<file path="config.mk">
export PLATFORM = sky130hd
export DESIGN_NAME = mul_div_unit_flat
export DESIGN_NICKNAME = d
export VERILOG_FILES = /design/src/rtl/mul_div_unit_pkg.sv /design/src/rtl/mul_div_unit_if.sv /design/src/rtl/mul_div_unit_div_step.sv /design/src/rtl/mul_div_unit.sv /design/src/flat_wrapper.sv
export SDC_FILE = /design/constraint.sdc
export NUM_CORES = 1
export LEC_CHECK = 0
export ABC_CLOCK_PERIOD_IN_PS = 4000
export CORE_ASPECT_RATIO = 0.8
export CORE_MARGIN = 3
export CORE_UTILIZATION = 35
export CTS_BUF_LIST = sky130_fd_sc_hd__clkbuf_8
export CTS_CLUSTER_SIZE = 14
export DETAILED_ROUTE_END_ITERATION = 10
export GPL_TIMING_DRIVEN = 0
export PLACE_DENSITY_LB_ADDON = 0.3
export SYNTH_ARGS = -nofsm -noshare
export SYNTH_HDL_FRONTEND = slang
export SYNTH_SLANG_ARGS = --single-unit
export TNS_END_PERCENT = 100
</file>
<file path="constraint.sdc">
create_clock -name clk -period 4 [get_ports clk]
set_input_delay 0.6 -clock clk [delete_from_list [all_inputs] [get_ports clk]]
set_output_delay 0.6 -clock clk [all_outputs]
set_load 0.005 [all_outputs]
</file>
<file path="src/rtl/mul_div_unit_pkg.sv">
// Shared definitions for the iterative multiply/divide unit: widths,
// op encodings, register aliases and small decode helpers.
package mul_div_unit_pkg;

    // Datapath width; tracks the register-file data width.
    localparam int MD_WIDTH   = 16;
    // Iteration counter width; 2**MD_CNT_W must exceed MD_WIDTH.
    localparam int MD_CNT_W   = 5;
    // Cycles from acceptance to the next possible acceptance (control stall).
    localparam int MD_LATENCY = MD_WIDTH + 2;

    // Operation encodings as presented on op.
    typedef enum logic [1:0] {
        MD_MUL_LO   = 2'b00,
        MD_MUL_HI   = 2'b01,
        MD_DIV_QUOT = 2'b10,
        MD_DIV_REM  = 2'b11
    } md_op_e;

    // Register-file aliases used as destination indices.
    localparam logic [3:0] R0     = 4'd0;
    localparam logic [3:0] R_ZERO = 4'd0;

    // Divide ops share op[1] = 1.
    function automatic logic md_is_div(input logic [1:0] op);
        return op[1];
    endfunction

    // High-half ops (mul_hi / div_rem) share op[0] = 1.
    function automatic logic md_is_hi(input logic [1:0] op);
        return op[0];
    endfunction

endpackage

</file>
<file path="src/rtl/mul_div_unit_if.sv">
// Request/response bundle between issue control, the register-file read
// ports and the multiply/divide unit.
interface mul_div_unit_if #(
    parameter int WIDTH = 16
);
    // Request side (from control / register-file read ports)
    logic             start;
    logic [1:0]       op;
    logic [WIDTH-1:0] operand_a;
    logic [WIDTH-1:0] operand_b;
    logic [3:0]       dest_reg;

    // Response side (to control stall and register-file write port)
    logic             busy;
    logic             done;
    logic             reg_write;
    logic [3:0]       write_reg;
    logic [WIDTH-1:0] result;
    logic             div_by_zero;

    // Requester: drives the operation, watches busy/completion.
    modport master (
        output start, op, operand_a, operand_b, dest_reg,
        input  busy, done, reg_write, write_reg, result, div_by_zero
    );

    // The unit itself.
    modport slave (
        input  start, op, operand_a, operand_b, dest_reg,
        output busy, done, reg_write, write_reg, result, div_by_zero
    );

endinterface

</file>
<file path="src/rtl/mul_div_unit_div_step.sv">
// One restoring-division iteration, purely combinational.
// The dividend is shifted in MSB-first from the quotient register while the
// quotient bits shift in from the bottom, so after WIDTH steps quot_o holds
// the quotient and rem_o the remainder. A zero divisor always "fits",
// giving an all-ones quotient and remainder == dividend.
module mul_div_unit_div_step #(
    parameter int WIDTH = 16
) (
    input  logic [WIDTH-1:0] rem_i,
    input  logic [WIDTH-1:0] quot_i,
    input  logic [WIDTH-1:0] divisor_i,
    output logic [WIDTH-1:0] rem_o,
    output logic [WIDTH-1:0] quot_o
);

    logic [WIDTH:0]   shifted;
    logic [WIDTH-1:0] diff;
    logic             take;

    // Shift next dividend bit into the partial remainder, subtract if it fits.
    // The difference is only kept when it is below the divisor, so the low
    // WIDTH bits of the subtraction are exact.
    always_comb begin
        shifted = {rem_i, quot_i[WIDTH-1]};
        take    = (shifted >= {1'b0, divisor_i});
        diff    = shifted[WIDTH-1:0] - divisor_i;
        rem_o   = take ? diff : shifted[WIDTH-1:0];
        quot_o  = {quot_i[WIDTH-2:0], take};
    end

endmodule

</file>
<file path="src/rtl/mul_div_unit.sv">
// Iterative unsigned multiply/divide unit.
// IDLE -> CALC (WIDTH iterations) -> DONE (one cycle) -> IDLE.
// Operands are captured on acceptance only; result, write_reg and
// div_by_zero are loaded on the final iteration and held afterwards.
module mul_div_unit
    import mul_div_unit_pkg::*;
#(
    parameter int WIDTH = MD_WIDTH,
    parameter int CNT_W = MD_CNT_W
) (
    input logic           clk,
    input logic           reset,
    mul_div_unit_if.slave bus
);

    localparam logic [1:0] S_IDLE = 2'd0;
    localparam logic [1:0] S_CALC = 2'd1;
    localparam logic [1:0] S_DONE = 2'd2;

    localparam logic [CNT_W-1:0] LAST_ITER = CNT_W'(WIDTH - 1);

    // Control state
    logic [1:0]         state_q, state_d;
    logic [CNT_W-1:0]   cnt_q, cnt_d;

    // Captured request
    logic [1:0]         op_q, op_d;
    logic [WIDTH-1:0]   a_q, a_d;
    logic [WIDTH-1:0]   b_q, b_d;
    logic [3:0]         dest_q, dest_d;

    // Accumulators: product {hi, lo}; divider remainder / quotient
    logic [2*WIDTH-1:0] prod_q, prod_d;
    logic [WIDTH-1:0]   rem_q, rem_d;
    logic [WIDTH-1:0]   quot_q, quot_d;

    // Held outputs
    logic [WIDTH-1:0]   result_q, result_d;
    logic [3:0]         write_reg_q, write_reg_d;
    logic               dbz_q, dbz_d;

    // One-iteration results
    logic [WIDTH:0]     mul_sum;
    logic [2*WIDTH-1:0] prod_step;
    logic [WIDTH-1:0]   rem_step;
    logic [WIDTH-1:0]   quot_step;
    logic [WIDTH-1:0]   sel_result;

    // Shift-add multiply step: add multiplicand into the high half when the
    // current multiplier bit (prod_q[0]) is set, then shift right one place.
    always_comb begin
        mul_sum   = {1'b0, prod_q[2*WIDTH-1:WIDTH]} + (prod_q[0] ? {1'b0, a_q} : '0);
        prod_step = {mul_sum, prod_q[WIDTH-1:1]};
    end

    mul_div_unit_div_step #(
        .WIDTH (WIDTH)
    ) u_div_step (
        .rem_i     (rem_q),
        .quot_i    (quot_q),
        .divisor_i (b_q),
        .rem_o     (rem_step),
        .quot_o    (quot_step)
    );

    // Pick the final result from the values the last iteration produces.
    always_comb begin
        case ({md_is_div(op_q), md_is_hi(op_q)})
            2'b00:   sel_result = prod_step[WIDTH-1:0];
            2'b01:   sel_result = prod_step[2*WIDTH-1:WIDTH];
            2'b10:   sel_result = quot_step;
            default: sel_result = rem_step;
        endcase
    end

    // Next-state: accept in IDLE, iterate in CALC, publish on the last step.
    always_comb begin
        state_d     = state_q;
        cnt_d       = cnt_q;
        op_d        = op_q;
        a_d         = a_q;
        b_d         = b_q;
        dest_d      = dest_q;
        prod_d      = prod_q;
        rem_d       = rem_q;
        quot_d      = quot_q;
        result_d    = result_q;
        write_reg_d = write_reg_q;
        dbz_d       = dbz_q;

        case (state_q)
            S_IDLE: begin
                if (bus.start) begin
                    state_d = S_CALC;
                    cnt_d   = '0;
                    op_d    = bus.op;
                    a_d     = bus.operand_a;
                    b_d     = bus.operand_b;
                    dest_d  = bus.dest_reg;
                    // Multiplier sits in the low half and is consumed LSB first.
                    prod_d  = {{WIDTH{1'b0}}, bus.operand_b};
                    // Dividend is consumed MSB first out of the quotient register.
                    rem_d   = '0;
                    quot_d  = bus.operand_a;
                    dbz_d   = 1'b0;
                end
            end

            S_CALC: begin
                prod_d = prod_step;
                rem_d  = rem_step;
                quot_d = quot_step;
                cnt_d  = cnt_q + CNT_W'(1);
                if (cnt_q == LAST_ITER) begin
                    state_d     = S_DONE;
                    result_d    = sel_result;
                    write_reg_d = dest_q;
                    dbz_d       = md_is_div(op_q) && (b_q == '0);
                end
            end

            S_DONE: begin
                state_d = S_IDLE;
            end

            default: begin
                state_d = S_IDLE;
            end
        endcase
    end

    // State registers; reset aborts any operation in flight.
    always_ff @(posedge clk) begin
        if (reset) begin
            state_q     <= S_IDLE;
            cnt_q       <= '0;
            op_q        <= '0;
            a_q         <= '0;
            b_q         <= '0;
            dest_q      <= '0;
            prod_q      <= '0;
            rem_q       <= '0;
            quot_q      <= '0;
            result_q    <= '0;
            write_reg_q <= '0;
            dbz_q       <= 1'b0;
        end else begin
            state_q     <= state_d;
            cnt_q       <= cnt_d;
            op_q        <= op_d;
            a_q         <= a_d;
            b_q         <= b_d;
            dest_q      <= dest_d;
            prod_q      <= prod_d;
            rem_q       <= rem_d;
            quot_q      <= quot_d;
            result_q    <= result_d;
            write_reg_q <= write_reg_d;
            dbz_q       <= dbz_d;
        end
    end

    assign bus.busy        = (state_q != S_IDLE);
    assign bus.done        = (state_q == S_DONE);
    assign bus.reg_write   = (state_q == S_DONE);
    assign bus.write_reg   = write_reg_q;
    assign bus.result      = result_q;
    assign bus.div_by_zero = dbz_q;

endmodule
</file>
<file path="src/flat_wrapper.sv">
// flat-port wrapper written by rule: the top's interface ports become plain ports
module mul_div_unit_flat import mul_div_unit_pkg::*;
#(
    parameter int WIDTH = MD_WIDTH,
    parameter int CNT_W = MD_CNT_W
)
  (clk, reset, bus_start, bus_op, bus_operand_a, bus_operand_b, bus_dest_reg, bus_busy, bus_done, bus_reg_write, bus_write_reg, bus_result, bus_div_by_zero);
  mul_div_unit_if #(.WIDTH(WIDTH)) bus_i ();
  input logic clk;
  input logic reset;
  input wire logic [$bits(bus_i.start)-1:0] bus_start;
  input wire logic [$bits(bus_i.op)-1:0] bus_op;
  input wire logic [$bits(bus_i.operand_a)-1:0] bus_operand_a;
  input wire logic [$bits(bus_i.operand_b)-1:0] bus_operand_b;
  input wire logic [$bits(bus_i.dest_reg)-1:0] bus_dest_reg;
  output wire logic [$bits(bus_i.busy)-1:0] bus_busy;
  output wire logic [$bits(bus_i.done)-1:0] bus_done;
  output wire logic [$bits(bus_i.reg_write)-1:0] bus_reg_write;
  output wire logic [$bits(bus_i.write_reg)-1:0] bus_write_reg;
  output wire logic [$bits(bus_i.result)-1:0] bus_result;
  output wire logic [$bits(bus_i.div_by_zero)-1:0] bus_div_by_zero;
  assign bus_i.start = bus_start;
  assign bus_i.op = bus_op;
  assign bus_i.operand_a = bus_operand_a;
  assign bus_i.operand_b = bus_operand_b;
  assign bus_i.dest_reg = bus_dest_reg;
  assign bus_busy = bus_i.busy;
  assign bus_done = bus_i.done;
  assign bus_reg_write = bus_i.reg_write;
  assign bus_write_reg = bus_i.write_reg;
  assign bus_result = bus_i.result;
  assign bus_div_by_zero = bus_i.div_by_zero;
  mul_div_unit #(.WIDTH(WIDTH), .CNT_W(CNT_W)) u_core (.clk(clk), .reset(reset), .bus(bus_i));
endmodule
</file>
# Word level (Yosys, flattened, before mapping)

Cells that the tools add are included.

Flip-flop bits (word level): 130
Input port bits: 41
Output and inout bits: 24
Word-level logic and storage cells: 51

Add/sub/neg operators: 3
Order comparisons: 1
Eq/ne operators: 7
Muxes and demuxes: 17
Reductions and logical operators: 11

Operators with widths:

| kind                                                   | number |
|---|---|
| two-way mux 16 bit                                     | 4 |
| case mux 16 bit (2 select lines)                       | 2 |
| case mux 32 bit (2 select lines)                       | 1 |
| case mux 16 bit (3 select lines)                       | 1 |
| two-way mux 32 bit                                     | 1 |
| adder 16 x 17 -> 17 bit                                | 1 |
| greater-or-equal comparator 17 x 16 -> 1 bit           | 1 |
| logical NOT 16 bit                                     | 1 |
| subtractor 16 bit                                      | 1 |
| case mux 5 bit (2 select lines)                        | 1 |
| AND reduction 2 bit                                    | 4 |
| adder 5 x 1 -> 5 bit (second input constant)           | 1 |
| == test 5 x 4 -> 1 bit (second input constant)         | 1 |
| two-way mux 5 bit                                      | 1 |
| == test 2 x 1 -> 1 bit (second input constant)         | 2 |
| == test 2 bit (second input constant)                  | 2 |
| logical NOT 2 bit                                      | 2 |
| two-way mux 2 bit                                      | 2 |
| case mux 2 bit (2 select lines)                        | 1 |
| nonzero test 2 bit                                     | 2 |
| AND reduction 3 bit                                    | 1 |
| two-way mux 1 bit                                      | 2 |
| inequality test 2 x 1 -> 1 bit (second input constant) | 1 |
| inequality test 2 bit (second input constant)          | 1 |
| 2 further kinds                                        | 2 |

# Longest topological paths before layout

Gate-level depths: netlist (run 1).

Depth in word-level cells: 4
Mapped depth: 13
Gate-level depth less buffers: 12

# By module

From an unflattened synthesis (run 1), not the netlist that was laid out.

Cell total of the unflattened synthesis: 965
Area total of the unflattened synthesis: 7,437.1 um2

Modules (own cells, without submodules):

| module                | times used | cells each | area an instance (um2) | seq. area each (um2) |
|---|---|---|---|---|
| mul_div_unit          | 1          | 790        | 6,184.7                | 2,602.5 |
| mul_div_unit_div_step | 1          | 175        | 1,252.5                | 0.0 |

# Worst setup path after synthesis (run 1)

Ideal clock, no wire load.

Path kind: register -> register
Start point: register u_core.prod_q[0]
End point: register u_core.result_q[13] (netlist: u_core.bus.result[13])
Library setup time: 130 ps
Arrival time: 2,755 ps
Slack: 1,115 ps
Cell stages (with the launch flop): 14
Buffers on the path: 1
Cell sequence: dfxtp_1 -> clkbuf_1 -> and2_1 -> ha_1 -> inv_1 -> fa_1 -> nor2b_1 -> o31a_1 -> o31a_1 -> o211a_1 -> nor4_1 -> mux2_2 -> a211oi_1 -> o41ai_1

Word-level cells in the longest chain between the ends: 3

Ends and longest elaborated chain:

| element                          | line                | source |
|---|---|---|
| start: declaration               | mul_div_unit.sv:33  | `logic [2*WIDTH-1:0] prod_q, prod_d;` |
| start signal: assignment         | mul_div_unit.sv:154 | `prod_q <= prod_d;` |
| two-way mux 16 bit               | mul_div_unit.sv:52  | `mul_sum = {1'b0, prod_q[2*WIDTH-1:WIDTH]} + (prod_q[0] ? {1'b0, a_q} : '0);` |
| adder 16 x 17 -> 17 bit          | mul_div_unit.sv:52  |  |
| case mux 16 bit (3 select lines) | mul_div_unit.sv:68  | `case ({md_is_div(op_q), md_is_hi(op_q)})` |
| end signal: assignment           | mul_div_unit.sv:157 | `result_q <= result_d;` |
| end: declaration                 | mul_div_unit.sv:38  | `logic [WIDTH-1:0] result_q, result_d;` |

No other way between the ends.
A chain may end at the register's enable or synchronous reset.

# Worst setup path in the final report (run 1)

Same ends and word-level chain as after synthesis.

==> results of run 1 <==
path summary, 6_finish.rpt:
kind / slack, ns / cells past startpoint / endpoint / startpoint
min reg2reg: 0.45 / 2 / u_core.a_q[7] / u_core.a_q[7]
min: 0.45 / 2 / u_core.a_q[7] / u_core.a_q[7]
max: 0.43 / 11 / u_core.bus.result[13] / u_core.prod_q[0]
max reg2reg: 0.43 / 11 / u_core.bus.result[13] / u_core.prod_q[0]
routing by layer:
metal / vias up / track usage / routed length [µm] / part of all wire
li1: 3327 / - / - / -
met1: 3252 / 0.341 / 11800 / 0.48
met2: 302 / 0.325 / 10200 / 0.41
met3: 32 / 0.0642 / 2310 / 0.094
met4: 0 / 0.0488 / 340 / 0.014
met5: - / 0 / 0 / 0
metrics by stage:
step | hold WS [ns] | setup WS [ns] | instance area, µm² | instances | power [mW]
finish | 0.452 | 0.428 | 8380 | 1255 | 3.78
global route | 0.477 | 0.180 | 8380 | 1255 | 3.92
CTS | 0.453 | 0.442 | 8380 | 1255 | 3.76
detailed placement | 0.442 | 0.476 | 7950 | 1224 | 2.51
global placement | 0.438 | 0.449 | 7950 | 1224 | 2.50
floorplan | 0.429 | 1.11 | 7000 | 903 | 2.16
cells in the mapped netlist, types with 13 or more instances:
library cell	instances	area share
mux2i_1	13	0.019
clkbuf_1	46	0.025
ha_1	34	0.061
and2_1	20	0.018
o21ai_0	38	0.027
a31oi_1	37	0.033
a211oi_1	13	0.014
a21oi_1	98	0.070
nand3_1	33	0.024
xnor2_1	13	0.016
nand2_1	195	0.10
inv_1	28	0.015
dfxtp_1	130	0.37
nor2_1	49	0.026
nor2b_1	23	0.021
a21o_1	13	0.014
final cells by class:
cell class | count | area share
clock buffer | 18 | 0.0296
tap | 258 | 0.0385
clock inverter | 13 | 0.0222
sequential | 130 | 0.310
timing repair buffer | 63 | 0.0752
buffer | 55 | 0.0255
inverter | 28 | 0.0125
multi-input combinational | 690 | 0.486
placed cells by master (no fill, tap or decap), types with 23 or more instances in the layout:
cell             instances
ha_1                    34
nor2b_1                 23
a31oi_1                 37
a21oi_1                 98
nand3_1                 33
o21ai_0                 38
dfxtp_1                130
clkdlybuf4s50_1         63
nor2_1                  49
nand2_1                195
inv_1                   29
clkbuf_1                46
cells by family (layout without fill, tap and decap cells):
family / Yosys count / in the layout
DFF: 130 / 130
and+or+nand+nor: 360 / 360
adders and majority gates: 36 / 36
buffers and inverters: 83 / 177
AOI/OAI and AO/OA: 246 / 246
muxes: 26 / 26
xor gates and xnor gates: 22 / 22
power groups by stage:
stage	clock (mW)	sequential (mW)	combinational (mW)
after floorplan	0	1.43	0.731
after global routing	1.32	1.44	1.17
after CTS	1.27	1.43	1.06
after global placement	0	1.46	1.05
after detailed placement	0	1.46	1.05
final	1.27	1.43	1.09
worst max-delay path: stages (launching register included):
cell and delay [ns]:
dfxtp_1 0.54, clkbuf_1 0.36, and2_1 0.20, ha_1 0.27, nor2b_1 0.17, o31a_1 0.27, o31a_1 0.28, o211a_1 0.27
nor4_1 0.30, mux2_2 0.41, a211oi_1 0.27, o41ai_1 0.10
==> results_dict.tcl, run 1 <==
set metrics [dict create \
    synthAdderAreaFrac 0.0665 \
    combPwrFrac 0.287 \
    ys_ff_latch 130 \
    dr.pass1.iters 5 \
    drt-vias-per-instance 5.51 \
    dr_total_vias 6913 \
    area_growth_pct 19.8 \
    first_iter_violations 622 \
    synthMuxAreaShare 0.0417 \
    htreeDepth 4 \
    die_h_um 132 \
    synth_nets 980 \
    cts_resized 0 \
    start_util 0.362 \
    seqCellArea_um2 2600 \
    yosysWarnings 0 \
    power_density_nw_per_um2 451 \
    hold_path_class "reg2reg" \
    grt_use_total 0.228 \
    synth_compound_gate_area_share 0.216 \
    drive_above_1_share 0.0532 \
    slew_violations 0 \
    insertedDiodeCount 0 \
    power.switching_mw 1.32 \
    path_max_fanout 10 \
    grt_pass1_vias 6463 \
    cts_tree "yes" \
    critical_path_class "reg2reg" \
    syn-cell-area_um2 7000 \
    syn_inst 903 \
    n_fill_cell 1948 \
    power_frac_seq 0.378 \
    p_int_mw 2.46 \
    worst_slew_pin_slew_ns 0.887 \
    cts-buffers-inserted 17 \
    synth-simple-area-share 0.231 \
    crit_arrival_ns 3.90 \
    end_kind "flop" \
    grt_first_pass_wirelength_um 37500 \
    ios 65 \
    finalCritPeriodShare 0.893 \
    grt_max_degree 17 \
    place.gp.congestion 0.988 \
    fin_nets 1062 \
    clkLatencyLatePin_ns 0.47 \
    overflow 0 \
    synthDistinctLibCells 59 \
    ant_nets 0 \
    hold_buffers 0 \
    largest_reg_flops 32 \
    routedWlPerCell_um 19.6 \
    synth_ff_type "dfxtp_1" \
    ys_seq_area_frac 0.372 \
    rows 45 \
    p_leak_nw 3.17 \
    critPathLaunchType "flop" \
    final.setup.tns_ns 0 \
    multi_input_area_um2 4070 \
    fmax_ghz 0.280 \
    cp.required_ns 4.33 \
    rsz0062_at_grt "no" \
    die_width_um 164 \
    antenna_found_initial 0 \
    status "completed" \
    postCtsSetupRepairBufs 0 \
    synth-edff-count 0 \
    synth_area_per_cell_um2 7.75 \
    setup-violations-final 0 \
    synth_top_family_by_area "simple AND/OR/NAND/NOR gates" \
    clock-sinks 130 \
    ys_async_sr_fraction 0 \
    p_sw_frac 0.349 \
    synth_xor_area_frac 0.0275 \
    cts_max_path_buffers 2 \
    period_needed_ns 3.57 \
    cts-root-buf "clkbuf_8" \
    dieArea_um2 21700 \
    top_register "u_core.prod_q" \
    core_area_um2 19300 \
    hold_viol 0 \
    ir_worst_vdd_v 0.000207 \
    drt_wl_total_um 24600 \
    fin_skew_ns 0.0123 \
    fin_util 0.434 \
    clkPwrFrac 0.335 \
    io_buffers 63 \
    drcViolationCount 0 \
    place_hpwl_um 18600 \
    relSlewSlack 0.407 \
    clk_pin_slew_ns 0.08 \
    cap_violations 0 \
]
No activity file was read; power rests on OpenSTA's default activity.
==> run 2, diff against run 1 <==
- CORE_MARGIN: 3 -> not set
==> run 2 against run 1 <==
  * Cell count is the same
  * Clock power shrank 9%
  * Count of clock-buffer cells in the layout is 1 higher
  * Via count up 1.2%
  * Final area shrank 0.48%
  * Maximum frequency grew 1.5%
  * Largest power group unchanged
  * First-iteration DRC count up 22%
==> results_dict.tcl, run 2 (synthesized netlist as in run 1, its figures left out) <==
set metrics [dict create \
    clk_pin_slew_ns 0.08 \
    relSlewSlack 0.385 \
    die_width_um 160 \
    drt_wl_total_um 24300 \
    period_needed_ns 3.52 \
    clkPwrFrac 0.315 \
    power_frac_seq 0.391 \
    area_growth_pct 19.3 \
    dieArea_um2 20600 \
    cp_top_family "compound AO/OA/AOI/OAI gates" \
    place.gp.congestion 0.971 \
    hold_viol 0 \
    cts_tree "yes" \
    insertedDiodeCount 0 \
    hold_start "u_core.dest_q[2]" \
    rows 45 \
    clkLatencyLatePin_ns 0.46 \
    worstReg2RegEnd "u_core.bus.result[13]" \
    path_max_fanout 10 \
    antenna_found_initial 0 \
    rsz0062_at_grt "no" \
    place_hpwl_um 18400 \
    combPwrFrac 0.295 \
    cts-root-buf "clkbuf_8" \
    crit_chain "clkbuf_1, and2_1, ha_1, nor2b_1, o31a_1, o31a_1, o211a_1, nor4_1, mux2_2, a211oi_1, o41ai_1" \
    cts-buffers-inserted 17 \
    crit_top_cell "o31a_1" \
    slowest_delay_ns 0.51 \
    fin_nets 1062 \
    io_buffers 63 \
    min_to "u_core.bus.write_reg[2]" \
    cts_resized 0 \
    finalCritPeriodShare 0.880 \
    critPathSlowestCell "dfxtp_1" \
    r2r_cells 11 \
    multi_input_area_um2 4070 \
    routedWlPerCell_um 19.4 \
    die_h_um 128 \
    final.setup.tns_ns 0 \
    power_density_nw_per_um2 440 \
    hold_depth 2 \
    status "completed" \
    cp.required_ns 4.33 \
    critical_path_class "reg2reg" \
    start_util 0.363 \
    first_iter_violations 756 \
    crit_arrival_ns 3.85 \
    core_area_um2 19300 \
    ant_nets 0 \
    grt_first_pass_wirelength_um 36800 \
    ios 65 \
    drive_above_1_share 0.0542 \
    hold_path_class "reg2reg" \
    grt_use_total 0.238 \
    htreeDepth 4 \
    fin_util 0.433 \
    grt_pass1_vias 6285 \
    fin_skew_ns 0.0123 \
    top_register "u_core.prod_q" \
    setup-violations-final 0 \
    final_common_cell "nand2_1" \
    drt-vias-per-instance 5.58 \
    final_cell_mix "195 x nand2_1, 130 x dfxtp_1, 98 x a21oi_1" \
    ir_worst_vdd_v 0.000186 \
    p_int_mw 2.36 \
    largest_reg_flops 32 \
    grt_max_degree 17 \
    fmax_ghz 0.284 \
    dr_total_vias 6997 \
    dr.pass1.iters 5 \
    n_fill_cell 1993 \
    worst_slew_pin_slew_ns 0.919 \
    overflow 0 \
    slew_violations 0 \
    worstReg2RegStart "u_core.prod_q[0]" \
    postCtsSetupRepairBufs 0 \
    seqCellArea_um2 2600 \
    p_sw_frac 0.358 \
    critPathLaunchType "flop" \
    drcViolationCount 0 \
    clock-sinks 130 \
    cts_max_path_buffers 2 \
    end_kind "flop" \
    hold_buffers 0 \
    rrSetupSlack_ns 0.48 \
    p_leak_nw 3.15 \
    power.switching_mw 1.31 \
    cap_violations 0 \
    critPathBufInv 1 \
]
==> run 2: cell count changes in the layout (fill, tap and decap cells not counted) <==
cell       before  now
bufinv_16       4    2
clkinv_2        1    3
clkbuf_8       18   19
clkinv_4        3    2
inv_1          29   28
inv_6           1    2
==> run 2: per-stage QoR <==
step,instance area [µm²],power [mW],setup slack [ns],cells,hold WS [ns]
floorplan,7000,2.16,1.11,903,0.429
global placement,7950,2.50,0.402,1224,0.437
detailed placement,7950,2.50,0.472,1224,0.444
CTS,8340,3.65,0.457,1255,0.456
global route,8340,3.82,0.153,1255,0.468
finish,8340,3.67,0.480,1255,0.453
==> run 2: final cells by class <==
type / count / share of cell area
Timing Repair Buffer: 63 / 0.0756
Multi-Input combinational cell: 690 / 0.488
Tap cell: 258 / 0.0387
Clock buffer: 19 / 0.0313
Clock inverter: 12 / 0.0159
Inverter: 28 / 0.0126
Buffer: 55 / 0.0256
Sequential cell: 130 / 0.312
==> run 2: worst max path at each step <==
stage	startpoint	end	slack (ns)	cells past startpoint
global placement	u_core.prod_q[0]	u_core.bus.result[13]	0.40	11
global route	u_core.prod_q[0]	u_core.bus.result[14]	0.15	11
CTS	u_core.prod_q[0]	u_core.bus.result[13]	0.46	11
finish	u_core.prod_q[0]	u_core.bus.result[13]	0.48	11
detailed placement	u_core.prod_q[0]	u_core.bus.result[13]	0.47	11
floorplan	u_core.prod_q[0]	u_core.bus.result[13]	1.11	13
==> run 2: metal layers <==
| layer | wire length (µm) | part of all wire | global-route usage | vias to the layer above |
|---|---|---|---|---|
| li1 | - | - | - | 3322 |
| met1 | 11500 | 0.47 | 0.348 | 3303 |
| met2 | 9760 | 0.40 | 0.337 | 324 |
| met3 | 2420 | 0.099 | 0.0574 | 48 |
| met4 | 627 | 0.026 | 0.0840 | 0 |
| met5 | 0 | 0 | 0 | - |
==> run 2: power by group through the flow <==
stage | combinational (mW) | clock (mW) | sequential (mW)
after floorplan | 0.731 | 0 | 1.43
after global placement | 1.04 | 0 | 1.46
after detailed placement | 1.04 | 0 | 1.46
after CTS | 1.05 | 1.17 | 1.43
after global routing | 1.16 | 1.22 | 1.44
final | 1.08 | 1.15 | 1.43
==> run 2: worst reg2reg max path, delay by kind of cell, from the launching register on <==
| family | cells | cell delay (ns) |
|---|---|---|
| AO/OA/AOI/OAI | 5 | 1.16 |
| AND/OR/NAND/NOR | 3 | 0.67 |
| flip-flops | 1 | 0.51 |
| multiplexers | 1 | 0.41 |
| buffers and inverters | 1 | 0.39 |
| adder cells (fa/ha/maj) | 1 | 0.27 |
==> run 3, diff against run 2 <==
- CORE_MARGIN: not set -> 2
==> run 3 against run 2 <==
  * The run now ends with design-rule violations left
  * Critical path depth rose by 1
  * Count of clock-buffer cells in the layout rose by 1
  * First-iteration DRC count rose by 2.8%
  * Sequential power barely moved
  * Routed wire length rose by 1.0%
  * Sequential share of layout area barely moved
  * Core utilization fell by 0.97 points
  * Global-route usage fell by 0.46 points
  * Setup slack got worse by 0.27 ns
  * Clock power barely moved
  * Clock skew rose by 0.0068 ns
  * Largest cell class unchanged
  * Largest power group unchanged
==> results_dict.tcl, run 3 (synthesized netlist as in run 1, its figures left out) <==
set metrics [dict create \
    status "finished with violations" \
    violations "design-rule violations" \
    cp.required_ns 4.33 \
    hold_viol 0 \
    clkPwrFrac 0.308 \
    period_needed_ns 3.79 \
    cts-root-buf "clkbuf_8" \
    dieArea_um2 21100 \
    worst_slew_pin_slew_ns 0.848 \
    overflow 0 \
    final_cell_mix "195 x nand2_1, 130 x dfxtp_1, 98 x a21oi_1" \
    path_max_fanout 10 \
    critPathLaunchType "flop" \
    grt_max_degree 17 \
    antenna_found_initial 0 \
    relSlewSlack 0.432 \
    critPathSlowestCell "a211oi_1" \
    grt_pass1_vias 6377 \
    hold_buffers 0 \
    first_iter_violations 777 \
    power_frac_seq 0.396 \
    drcViolationCount 2 \
    critical_path_class "reg2reg" \
    p_int_mw 2.31 \
    routedWlPerCell_um 19.5 \
    drt_wl_total_um 24600 \
    power.switching_mw 1.31 \
    dr.pass1.iters 10 \
    power_density_nw_per_um2 434 \
    p_sw_frac 0.361 \
    p_leak_nw 3.14 \
    combPwrFrac 0.295 \
    io_buffers 63 \
    place_hpwl_um 18600 \
    postCtsSetupRepairBufs 0 \
    crit_chain "clkbuf_1, nand2_1, inv_1, ha_1, a21o_1, a221oi_1, a21o_1, a21oi_1, a211oi_1, and2_1, o21ai_0, a311oi_1" \
    clock-sinks 130 \
    crit_top_cell "a21o_1" \
    met1_usage 0.333 \
    busiest_layer "met2" \
    insertedDiodeCount 0 \
    die_width_um 162 \
    final.setup.tns_ns 0 \
    gr-usage-met2 0.357 \
    core_area_um2 19700 \
    dr_total_vias 6925 \
    ir_worst_vdd_v 0.000170 \
    crit_arrival_ns 4.12 \
    place.gp.congestion 0.946 \
    rsz0062_at_grt "no" \
    drt-vias-per-instance 5.49 \
    area_growth_pct 19.2 \
    fmax_ghz 0.264 \
    fin_nets 1062 \
    die_h_um 130 \
    drive_above_1_share 0.0532 \
    largest_reg_flops 32 \
    grt_first_pass_wirelength_um 37000 \
    clkLatencyLatePin_ns 0.47 \
    cts-buffers-inserted 17 \
    worst_slack_ns 0.206 \
    ios 65 \
    htreeDepth 4 \
    setup-violations-final 0 \
    cts_max_path_buffers 2 \
    clk_pin_slew_ns 0.08 \
    cts_tree "yes" \
    rows 46 \
    end_kind "flop" \
    start_util 0.355 \
    fin_skew_ns 0.0191 \
    top_register "u_core.prod_q" \
    final_common_cell "nand2_1" \
    cts_resized 0 \
    use_met3 0.0489 \
    slew_violations 0 \
    grt_use_total 0.234 \
    finalCritPeriodShare 0.949 \
    cap_violations 0 \
    slowest_delay_ns 0.55 \
    hold_path_class "reg2reg" \
    ant_nets 0 \
    pre_cts_ws_ns 0.287 \
]
[run 3: layer usage]
metal / share of wire / vias up
met3: 0.10 / 55
met1: 0.46 / 3203
li1: - / 3320
met4: 0.024 / 0
met5: 0 / -
met2: 0.42 / 347
[run 3: cell type report]
class | count | area [µm²]
fillers | 2052 | 11300
inverters | 28 | 105
well taps | 264 | 330
plain buffers | 55 | 214
flip-flops and latches | 130 | 2600
clock buffers | 20 | 275
multi-input cells | 690 | 4070
repair buffers | 63 | 631
clock inverters | 11 | 105
[run 3: power groups by stage]
stage / clock network (mW) / logic (mW) / registers, mW
floorplan: 0 / 0.731 / 1.43
global placement: 0 / 1.03 / 1.46
detailed placement: 0 / 1.03 / 1.46
CTS: 1.12 / 1.03 / 1.43
global route: 1.18 / 1.14 / 1.44
finish: 1.12 / 1.07 / 1.43
[run 3: critical path: cells and delay by family (launching register included)]
family,cells,cell delay (ns)
flip-flops,1,0.51
AND/OR/NAND/NOR,2,0.39
adder cells (fa/ha/maj),1,0.21
AO/OA/AOI/OAI,7,2.10
buffers and inverters,2,0.47
[run 3: stage by stage]
step                instances   util  power, mW  hold slack, ns  cell area, µm²
floorplan                 903      -       2.16           0.429            7000
global placement         1230  0.404       2.49           0.434            7960
detailed placement       1230  0.404       2.49           0.443            7960
CTS                      1261  0.424       3.59           0.455            8340
global route             1261  0.424       3.76           0.472            8340
finish                   1261  0.424       3.62           0.455            8340
[run 3: worst paths after layout]
check / startpoint / cells past startpoint / endpoint / slack, ns
worst max-delay path: u_core.prod_q[0] / 12 / u_core.bus.result[14] / 0.21
worst min-delay path: u_core.a_q[10] / 2 / u_core.a_q[10] / 0.45
worst max register to register: u_core.prod_q[0] / 12 / u_core.bus.result[14] / 0.21
worst min register to register: u_core.a_q[10] / 2 / u_core.a_q[10] / 0.45
